[config.mk]
export PLATFORM = sky130hd
export DESIGN_NAME = fpga
export DESIGN_NICKNAME = d
export VERILOG_FILES = /design/src/rtl/fpga.sv
export SDC_FILE = /design/constraint.sdc
export NUM_CORES = 1
export LEC_CHECK = 0
export BUFFER_PORTS_ARGS = -buffer_cell sky130_fd_sc_hd__buf_4
export CAP_MARGIN = 20
export CORE_AREA = 2 2 466 468
export DETAILED_ROUTE_END_ITERATION = 7
export DIE_AREA = 0 0 468 470
export HOLD_SLACK_MARGIN = 0.05
export SYNTH_ARGS = -nofsm -noshare
export SYNTH_HDL_FRONTEND = slang
export SYNTH_SLANG_ARGS = --single-unit
[constraint.sdc]
create_clock -name clock -period 21.2 [get_ports clock]
set_input_delay 2.12 -clock clock [delete_from_list [all_inputs] [get_ports clock]]
set_output_delay 2.12 -clock clock [all_outputs]
set_load 0.05 [all_outputs]
[src/rtl/fpga.sv]
// fpga: 16-station round-robin serial bus transmitter, 79-bit frames followed by GAP_CYCLES idle cycles.
// Optional macro CRC_GEN_EN: replace the station CRC field with an internally generated CRC-4 (x^4+x+1).
module fpga #(
   parameter int GAP_CYCLES = 2
) (
   input  logic        clock,
   input  logic        reset,
   input  logic [3:0]  CRC1,
   input  logic [3:0]  CRC2,
   input  logic [3:0]  CRC3,
   input  logic [3:0]  CRC4,
   input  logic [3:0]  CRC5,
   input  logic [3:0]  CRC6,
   input  logic [3:0]  CRC7,
   input  logic [3:0]  CRC8,
   input  logic [3:0]  CRC9,
   input  logic [3:0]  CRC10,
   input  logic [3:0]  CRC11,
   input  logic [3:0]  CRC12,
   input  logic [3:0]  CRC13,
   input  logic [3:0]  CRC14,
   input  logic [3:0]  CRC15,
   input  logic [3:0]  CRC16,
   input  logic [63:0] Data1,
   input  logic [63:0] Data2,
   input  logic [63:0] Data3,
   input  logic [63:0] Data4,
   input  logic [63:0] Data5,
   input  logic [63:0] Data6,
   input  logic [63:0] Data7,
   input  logic [63:0] Data8,
   input  logic [63:0] Data9,
   input  logic [63:0] Data10,
   input  logic [63:0] Data11,
   input  logic [63:0] Data12,
   input  logic [63:0] Data13,
   input  logic [63:0] Data14,
   input  logic [63:0] Data15,
   input  logic [63:0] Data16,
   input  logic [3:0]  receiverAddr1,
   input  logic [3:0]  receiverAddr2,
   input  logic [3:0]  receiverAddr3,
   input  logic [3:0]  receiverAddr4,
   input  logic [3:0]  receiverAddr5,
   input  logic [3:0]  receiverAddr6,
   input  logic [3:0]  receiverAddr7,
   input  logic [3:0]  receiverAddr8,
   input  logic [3:0]  receiverAddr9,
   input  logic [3:0]  receiverAddr10,
   input  logic [3:0]  receiverAddr11,
   input  logic [3:0]  receiverAddr12,
   input  logic [3:0]  receiverAddr13,
   input  logic [3:0]  receiverAddr14,
   input  logic [3:0]  receiverAddr15,
   input  logic [3:0]  receiverAddr16,
   input  logic [1:0]  mod1,
   input  logic [1:0]  mod2,
   input  logic [1:0]  mod3,
   input  logic [1:0]  mod4,
   input  logic [1:0]  mod5,
   input  logic [1:0]  mod6,
   input  logic [1:0]  mod7,
   input  logic [1:0]  mod8,
   input  logic [1:0]  mod9,
   input  logic [1:0]  mod10,
   input  logic [1:0]  mod11,
   input  logic [1:0]  mod12,
   input  logic [1:0]  mod13,
   input  logic [1:0]  mod14,
   input  logic [1:0]  mod15,
   input  logic [1:0]  mod16,
   output logic        bus_out
);

   localparam int DATA_W  = 64;
   localparam int SHIFT_W = 78;   // frame bits 1..78; the start bit is driven directly

   typedef enum logic [1:0] {IDLE, SEND, GAP} state_t;

   state_t             state_q, state_d;
   logic [1:0]         mod_a  [16];
   logic [3:0]         addr_a [16];
   logic [DATA_W-1:0]  data_a [16];
   logic [3:0]         ptr_q;          // round-robin pointer, holds p-1
   logic [6:0]         bit_cnt_q;
   logic [3:0]         gap_cnt_q;
   logic [SHIFT_W-1:0] shift_q;
   logic [SHIFT_W-1:0] frame_tail;
   logic [3:0]         sel_addr;
   logic [3:0]         sel_crc;
   logic [3:0]         idx;
   logic [3:0]         win_hi, win_lo, win;
   logic               found_hi, found_lo, any_req;

   assign mod_a[0]  = mod1;
   assign mod_a[1]  = mod2;
   assign mod_a[2]  = mod3;
   assign mod_a[3]  = mod4;
   assign mod_a[4]  = mod5;
   assign mod_a[5]  = mod6;
   assign mod_a[6]  = mod7;
   assign mod_a[7]  = mod8;
   assign mod_a[8]  = mod9;
   assign mod_a[9]  = mod10;
   assign mod_a[10] = mod11;
   assign mod_a[11] = mod12;
   assign mod_a[12] = mod13;
   assign mod_a[13] = mod14;
   assign mod_a[14] = mod15;
   assign mod_a[15] = mod16;

   assign addr_a[0]  = receiverAddr1;
   assign addr_a[1]  = receiverAddr2;
   assign addr_a[2]  = receiverAddr3;
   assign addr_a[3]  = receiverAddr4;
   assign addr_a[4]  = receiverAddr5;
   assign addr_a[5]  = receiverAddr6;
   assign addr_a[6]  = receiverAddr7;
   assign addr_a[7]  = receiverAddr8;
   assign addr_a[8]  = receiverAddr9;
   assign addr_a[9]  = receiverAddr10;
   assign addr_a[10] = receiverAddr11;
   assign addr_a[11] = receiverAddr12;
   assign addr_a[12] = receiverAddr13;
   assign addr_a[13] = receiverAddr14;
   assign addr_a[14] = receiverAddr15;
   assign addr_a[15] = receiverAddr16;

   assign data_a[0]  = Data1;
   assign data_a[1]  = Data2;
   assign data_a[2]  = Data3;
   assign data_a[3]  = Data4;
   assign data_a[4]  = Data5;
   assign data_a[5]  = Data6;
   assign data_a[6]  = Data7;
   assign data_a[7]  = Data8;
   assign data_a[8]  = Data9;
   assign data_a[9]  = Data10;
   assign data_a[10] = Data11;
   assign data_a[11] = Data12;
   assign data_a[12] = Data13;
   assign data_a[13] = Data14;
   assign data_a[14] = Data15;
   assign data_a[15] = Data16;

`ifdef CRC_GEN_EN
   logic [63:0] crc_in_unused;
   logic [3:0]  crc_q;

   assign crc_in_unused = {CRC1, CRC2, CRC3, CRC4, CRC5, CRC6, CRC7, CRC8,
                           CRC9, CRC10, CRC11, CRC12, CRC13, CRC14, CRC15, CRC16};
   assign sel_crc = 4'h0;

   function automatic logic [3:0] crc4_step(input logic [3:0] c, input logic b);
      logic fb;
      fb = c[3] ^ b;
      return {c[2:0], 1'b0} ^ {2'b00, fb, fb};
   endfunction
`else
   logic [3:0] crc_a [16];

   assign crc_a[0]  = CRC1;
   assign crc_a[1]  = CRC2;
   assign crc_a[2]  = CRC3;
   assign crc_a[3]  = CRC4;
   assign crc_a[4]  = CRC5;
   assign crc_a[5]  = CRC6;
   assign crc_a[6]  = CRC7;
   assign crc_a[7]  = CRC8;
   assign crc_a[8]  = CRC9;
   assign crc_a[9]  = CRC10;
   assign crc_a[10] = CRC11;
   assign crc_a[11] = CRC12;
   assign crc_a[12] = CRC13;
   assign crc_a[13] = CRC14;
   assign crc_a[14] = CRC15;
   assign crc_a[15] = CRC16;
   assign sel_crc   = crc_a[win];
`endif

   // Arbitration: first high-priority requester from the pointer upward, else first requester
   always_comb begin
      found_hi = 1'b0;
      found_lo = 1'b0;
      win_hi   = '0;
      win_lo   = '0;
      idx      = '0;
      for (int off = 0; off < 16; off++) begin
         idx = ptr_q + 4'(off);
         if (!found_hi && mod_a[idx] == 2'b11) begin
            found_hi = 1'b1;
            win_hi   = idx;
         end
         if (!found_lo && mod_a[idx] != 2'b00) begin
            found_lo = 1'b1;
            win_lo   = idx;
         end
      end
      any_req = found_lo;
      win     = found_hi ? win_hi : win_lo;
   end

   assign sel_addr   = (mod_a[win] == 2'b10) ? 4'hF : addr_a[win];
   assign frame_tail = {win, sel_addr, mod_a[win], data_a[win], sel_crc};

   always_comb begin
      state_d = state_q;
      case (state_q)
         IDLE:    if (any_req) state_d = SEND;
         SEND:    if (bit_cnt_q == 7'd78) state_d = GAP;
         GAP:     if (gap_cnt_q == 4'(GAP_CYCLES - 1)) state_d = IDLE;
         default: state_d = IDLE;
      endcase
   end

   always_ff @(posedge clock) begin
      if (reset) state_q <= IDLE;
      else       state_q <= state_d;
   end

   // Control and line driver; the grant edge drives the start bit directly
   always_ff @(posedge clock) begin
      if (reset) begin
         ptr_q     <= '0;
         bit_cnt_q <= '0;
         gap_cnt_q <= '0;
         bus_out   <= 1'b0;
`ifdef CRC_GEN_EN
         crc_q     <= '0;
`endif
      end else begin
         case (state_q)
            IDLE: begin
               if (any_req) begin
                  ptr_q     <= win + 4'd1;
                  bit_cnt_q <= 7'd1;
                  bus_out   <= 1'b1;
`ifdef CRC_GEN_EN
                  crc_q     <= '0;
`endif
               end else begin
                  bus_out   <= 1'b0;
               end
            end
            SEND: begin
               bit_cnt_q <= bit_cnt_q + 7'd1;
`ifdef CRC_GEN_EN
               if (bit_cnt_q >= 7'd75) begin
                  bus_out <= crc_q[3];
                  crc_q   <= {crc_q[2:0], 1'b0};
               end else begin
                  bus_out <= shift_q[SHIFT_W-1];
                  crc_q   <= crc4_step(crc_q, shift_q[SHIFT_W-1]);
               end
`else
               bus_out   <= shift_q[SHIFT_W-1];
`endif
               if (bit_cnt_q == 7'd78) gap_cnt_q <= '0;
            end
            GAP: begin
               bus_out   <= 1'b0;
               gap_cnt_q <= gap_cnt_q + 4'd1;
            end
            default: bus_out <= 1'b0;
         endcase
      end
   end

   // Frame shift register: loaded while idle, so the grant edge captures the winner's fields
   always_ff @(posedge clock) begin
      if (state_q == IDLE)      shift_q <= frame_tail;
      else if (state_q == SEND) shift_q <= {shift_q[SHIFT_W-2:0], 1'b0};
   end

endmodule

==> impl_metrics.yaml, run 1 <==
outcome:
  outcome: "finished, final reports clean"
layout:
  most_frequent_cells_in_the_layout: "buf_4 (1250), mux2i_1 (372), nand2_1 (302), a211oi_1 (231), mux2_2 (152)"
  final_common_cell: "buf_4"
  stdcell_count: 6315
  final_design_area_no_fill_um2: 31800
  layout.core_utilization_pct: 14.8
  syn2layout_area_growth_pct: 63.3
  drive_above_1_share_pct: 43.7
  layout.nets: 4630
  num-fill-cells: 24800
cts:
  cts-root-buf: "clkbuf_16"
  cts-resized-gates: 0
  clock_tree.buffer_depth: 2
  path_clk_slew_ps: 100
  cts_buffers: 9
  worst_skew_pair.late_latency_ps: 470
  clock_tree_from_tritoncts: "built"
  postCtsHoldBufs: 0
  clock_sink_count: 96
  post_cts.repair.setup_buffers: 0
  cts-htree-levels: 3
global_routing:
  antenna_violations_before_repair: 94
  grt_pass1_vias: 25100
  grt_util_all_layers_pct: 15.9
  grt_first_pass_wirelength_mm: 234
  overflow: 0
  grt_max_degree: 143
synthesis:
  synth.yosys.seq_area_share_pct: 13.9
  post_synth_num_cell_types: 85
  synth-edff-count: 78
  post_synthesis_sequential_element_count: 96
  postSynth.topFlopCell: "edfxtp_1"
  mapped_avg_cell_area_um2: 8.07
  synthesis.nets: 3613
  netlist_area_um2: 19500
  synthesis.instances: 2415
  yosysWarningCount: 0
  share_of_flip_flops_with_an_asynchronous_set_or_reset_after_synthesis_pct: 0
drt:
  ant_nets: 0
  route.final.wire_length_mm: 184
  detail_route.vias_per_cell: 3.98
  detailroute.via_count: 25100
  route.detailed.wl_per_inst_um: 29.1
  first_iter_violations: 1724
  dr.pass1.iters: 5
  drc_errors: 0
setup_path:
  timing.reg2reg.worst_path_depth: 22
  critPathRequiredTime_ps: 21410
  critPathKind: "flip-flop to flip-flop"
  cp_data_arrival_time_ps: 10630
  end_kind: "flip-flop"
  crit_fanout: 82
  start_kind: "flip-flop"
floorplanning:
  die_w_um: 468
  die_h_um: 470
  ioPinCount: 1187
  std_cell_rows: 171
  floorplan.initialDensity_pct: 9.04
  die_area_um2: 220000
  core-area_um2: 216000
timing:
  fin_tns_setup_ps: 0
  timing.final.setup_violations: 0
  layout_worst_path_cycle_share_pct: 49.1
  tightestPinTransition_ps: 1220
  slew-limit-headroom_pct: 18.7
  grt_setup_unrepaired: "no"
  fin_skew_ps: 31.5
  timing.final.hold_violations: 0
  period_minus_slack_ps: 10420
  fmax_ghz: 0.0960
  max_transition_viols_final: 0
placed_design:
  placedCellCount: 6275
  placed_cell_area_um2: 31500
  gpl_wtd_cong: 0.960
  place.detailed.hpwl_mm: 158
  numPortBuffers: 1186
worst_hold_path:
  hold_path_depth: 1
  hold_path.class: "flip-flop to flip-flop"
job:
  number_of_violations_of_the_max_capacitance_limit: 0
[sequential cells by signal, summed over array words and instances, names as in the netlist]
signal	cells
bus_out	1
gap_cnt_q	4
ptr_q	4
bit_cnt_q	7
state_q	2
shift_q	78
[final cells by class]
cell class	instances	area, um2	share of cell area (%)
Tap cell	2854	3570	11.2
Antenna cell	24	60.1	0.189
Multi-Input combinational cell	2048	15600	49.1
Timing Repair Buffer	1255	9450	29.7
Clock inverter	7	81.3	0.255
Inverter	22	96.3	0.303
Sequential cell	96	2710	8.50
Clock buffer	9	225	0.708
[critical path, stage by stage (launching register included)]
cell	delay (ps)
dfxtp_1	320
buf_4	280
clkinv_1	400
ha_2	460
buf_4	480
mux4_2	650
mux4_2	600
nor4_2	630
o211ai_1	320
or2_1	450
o21a_1	270
nor2_2	140
o31ai_1	100
and2_1	470
or2_1	460
inv_8	380
buf_4	860
buf_4	860
buf_4	680
mux2_2	410
o211ai_1	220
a211oi_1	160
a221o_1	300
[metrics by stage]
stage               worst slack, ps  hold WS, ps
global route                  10130          529
global placement              10800          459
detailed placement            10650          470
CTS                           10850          492
floorplan                     14250          440
finish                        10780          497
[cell families after synthesis]
group,synth area share [%]
AND/OR/NAND/NOR,16.9
flip-flops,13.9
buffers and inverters,6.40
adder cells (fa/ha/maj),0.770
multiplexers,31.6
XOR/XNOR,0.937
AO/OA/AOI/OAI,29.5
[synthesized netlist by cell type, drive strengths merged, types with 5 or more instances]
master,instances,area share (%)
inv,20,0.39
o22ai,5,0.16
nand2b,6,0.19
xor2,7,0.35
xnor2,13,0.58
mux2i,372,19
ha,12,0.77
and3,30,0.96
a21oi,80,2.1
nor4,14,0.48
nor3b,9,0.35
nand4,14,0.45
o221ai,6,0.27
or2,11,0.35
clkbuf,145,2.8
a22o,5,0.22
edfxtp,78,12
o21ai,49,1.3
a22oi,36,1.4
o21a,6,0.23
buf,104,3.2
nand2,303,5.8
mux4,32,3.7
a31oi,16,0.51
dfxtp,18,1.8
or3,10,0.32
a211oi,241,9.3
a31o,47,2.1
and2,13,0.42
o211ai,148,5.7
o31ai,27,1.0
a221o,45,2.3
nor2,77,1.5
mux2,152,8.8
nand3,51,1.3
a2111oi,5,0.32
nor3,34,0.90
nor2b,100,3.2
[routing by layer]
layer | global-route usage, % | share of wire, %
met5 | 0 | 0.081
met4 | 4.79 | 3.3
met3 | 3.19 | 6.4
met2 | 29.0 | 51
met1 | 18.4 | 39
[final timing paths]
kind / start / slack [ps] / to
min: bit_cnt_q[6] / 500 / bit_cnt_q[6]
max: ptr_q[1] / 10780 / shift_q[66]
min reg2reg: bit_cnt_q[6] / 500 / bit_cnt_q[6]
max reg2reg: ptr_q[1] / 10780 / shift_q[66]
Power of run 1 is left out: the tool's default activity adds up to more than one toggle a clock period on the data nets, which glitch-free logic cannot reach.
==> run 2: changes to the inputs <==
==> constraint.sdc (replaced) <==
create_clock -name clock -period 8.6 [get_ports clock]
set_input_delay 0.86 -clock clock [delete_from_list [all_inputs] [get_ports clock]]
set_output_delay 0.86 -clock clock [all_outputs]
set_load 0.05 [all_outputs]
==> run 2 against run 1 <==
Global-route usage rose by 0.39 points. Clock skew rose by 13 ps. Maximum frequency rose by 38%. Critical path type unchanged. Highest routed layer unchanged.
==> impl_metrics.yaml, run 2 (synthesis results as in run 1) <==
outcome:
  outcome: "finished, final reports clean"
drt:
  drc_errors: 0
  top_layer: "met5"
  route.final.wire_length_mm: 188
  dr.pass1.iters: 5
  route.detailed.wl_per_inst_um: 29.0
  wl_met3_mm: 13.2
  detail_route.vias_per_cell: 4.03
  detailroute.via_count: 26100
  first_iter_violations: 1971
  detailroute.wirelength.met2_mm: 95.5
  ant_nets: 0
  detail_route.wirelength.met1_mm: 73.3
layout:
  final_common_cell: "buf_4"
  drive_above_1_share_pct: 46.1
  num-fill-cells: 24600
  most_frequent_cells_in_the_layout: "buf_4 (1375), mux2i_1 (372), nand2_1 (302), a211oi_1 (233), mux2_2 (152)"
  syn2layout_area_growth_pct: 71.5
  layout.nets: 4786
  largest-register: "shift_q"
  largest_registers: "shift_q: 78 flops, bit_cnt_q: 7 flops"
  number_of_flip_flops_under_the_largest_register_name: 78
timing:
  layout_worst_path_cycle_share_pct: 87.8
  max_transition_viols_final: 0
  timing.final.hold_violations: 0
  fin_tns_setup_ps: 0
  tightestPinTransition_ps: 1000
  timing.final.setup_violations: 0
  grt_setup_unrepaired: "no"
  period_minus_slack_ps: 7550
  fmax_ghz: 0.132
  slew-limit-headroom_pct: 33.0
  fin_skew_ps: 44.5
global_routing:
  grt_first_pass_wirelength_mm: 241
  grt_util_all_layers_pct: 16.3
  grt_pass1_vias: 26300
  grt_max_degree: 101
  overflow: 0
  antenna_violations_before_repair: 104
cts:
  clock_sink_count: 96
  post_cts.repair.setup_buffers: 0
  postCtsHoldBufs: 0
  cts-resized-gates: 0
  clock_tree_from_tritoncts: "built"
  cts-htree-levels: 3
  cts-root-buf: "clkbuf_16"
  path_clk_slew_ps: 120
  cts_buffers: 9
  worst_skew_pair.late_latency_ps: 460
  clock_tree.buffer_depth: 2
placed_design:
  gpl_wtd_cong: 0.991
  place.detailed.hpwl_mm: 162
  numPortBuffers: 1186
setup_path:
  crit_path_max_incr_delay_ps: 650
  cp_data_arrival_time_ps: 7740
  path_cells: "inv_1 -> ha_1 -> buf_4 -> mux2_2 -> mux4_2 -> o31a_1 -> or3_1 -> or4b_1 -> o21a_1 -> nor2_2 -> o31ai_1 -> and2_1 -> or2_1 -> inv_8 -> buf_4 -> buf_4 -> nor2b_1 -> a211oi_1 -> a211oi_1 -> a211oi_1 -> buf_4 -> o31ai_1"
  end_kind: "flip-flop"
  critPathRequiredTime_ps: 8790
  crit_fanout: 41
  critPathKind: "flip-flop to flip-flop"
  start_kind: "flip-flop"
  cp_slowest_cell: "ha_1"
  critical_path.most_common_cell: "buf_4"
floorplanning:
  die_area_um2: 220000
  die_w_um: 468
  ioPinCount: 1187
  floorplan.initialDensity_pct: 9.04
  die_h_um: 470
  core-area_um2: 216000
  std_cell_rows: 171
job:
  number_of_violations_of_the_max_capacitance_limit: 0
worst_hold_path:
  hold_path.class: "flip-flop to flip-flop"
[run 2: changes by cell type in the layout (fill, tap and decap cells not counted), sizes merged]
cell | before | now
diode | 24 | 32
bufinv | 0 | 1
buf | 1255 | 1411
inv | 23 | 22
[run 2: critical path: cells and delay by family, from the launching register on]
kind / cells / cell delay, ps
AOI/OAI and AO/OA: 7 / 1700
adders and majority gates: 1 / 650
buffers and inverters: 6 / 1690
DFF: 1 / 560
muxes: 2 / 910
and+or+nand+nor: 6 / 1700
[run 2: layout make-up]
| type | count | area [um2] | area share [%] |
|---|---|---|---|
| repair buffers | 1411 | 11000 | 33.0 |
| clock buffers | 9 | 225 | 0.674 |
| clock inverters | 7 | 100 | 0.299 |
| well taps | 2854 | 3570 | 10.7 |
| multi-input cells | 2048 | 15600 | 46.7 |
| diodes | 32 | 80.1 | 0.239 |
| flip-flops and latches | 96 | 2710 | 8.09 |
| inverters | 22 | 96.3 | 0.288 |
[run 2: per-stage QoR]
stage                     instance area, um2  std cells  hold WS (ps)  util, %  setup WS [ps]
after global routing                   33400       6467           533     15.5            573
after detailed placement               33000       6431           475     15.3            970
after CTS                              33400       6447           490     15.5            891
after global placement                 33000       6429           468     15.3            924
final                                  33400       6479           489     15.5           1050
after floorplan                        19500       2415           440        -           1870
[run 2: path summary, 6_finish.rpt]
| path | from | end | slack (ps) | cells past startpoint |
|---|---|---|---|---|
| setup / recovery | ptr_q[0] | shift_q[27] | 1050 | 22 |
| hold / removal | bit_cnt_q[6] | bit_cnt_q[6] | 490 | 1 |
| setup reg to reg | ptr_q[0] | shift_q[27] | 1050 | 22 |
| hold reg to reg | bit_cnt_q[6] | bit_cnt_q[6] | 490 | 1 |
[run 2: metal layers]
metal | global-route usage (%) | up-vias
li1 | - | 11800
met1 | 19.0 | 12700
met2 | 29.3 | 1342
met3 | 3.92 | 248
met4 | 4.46 | 30
met5 | 0 | -
Power of run 2 is left out for the same reason.
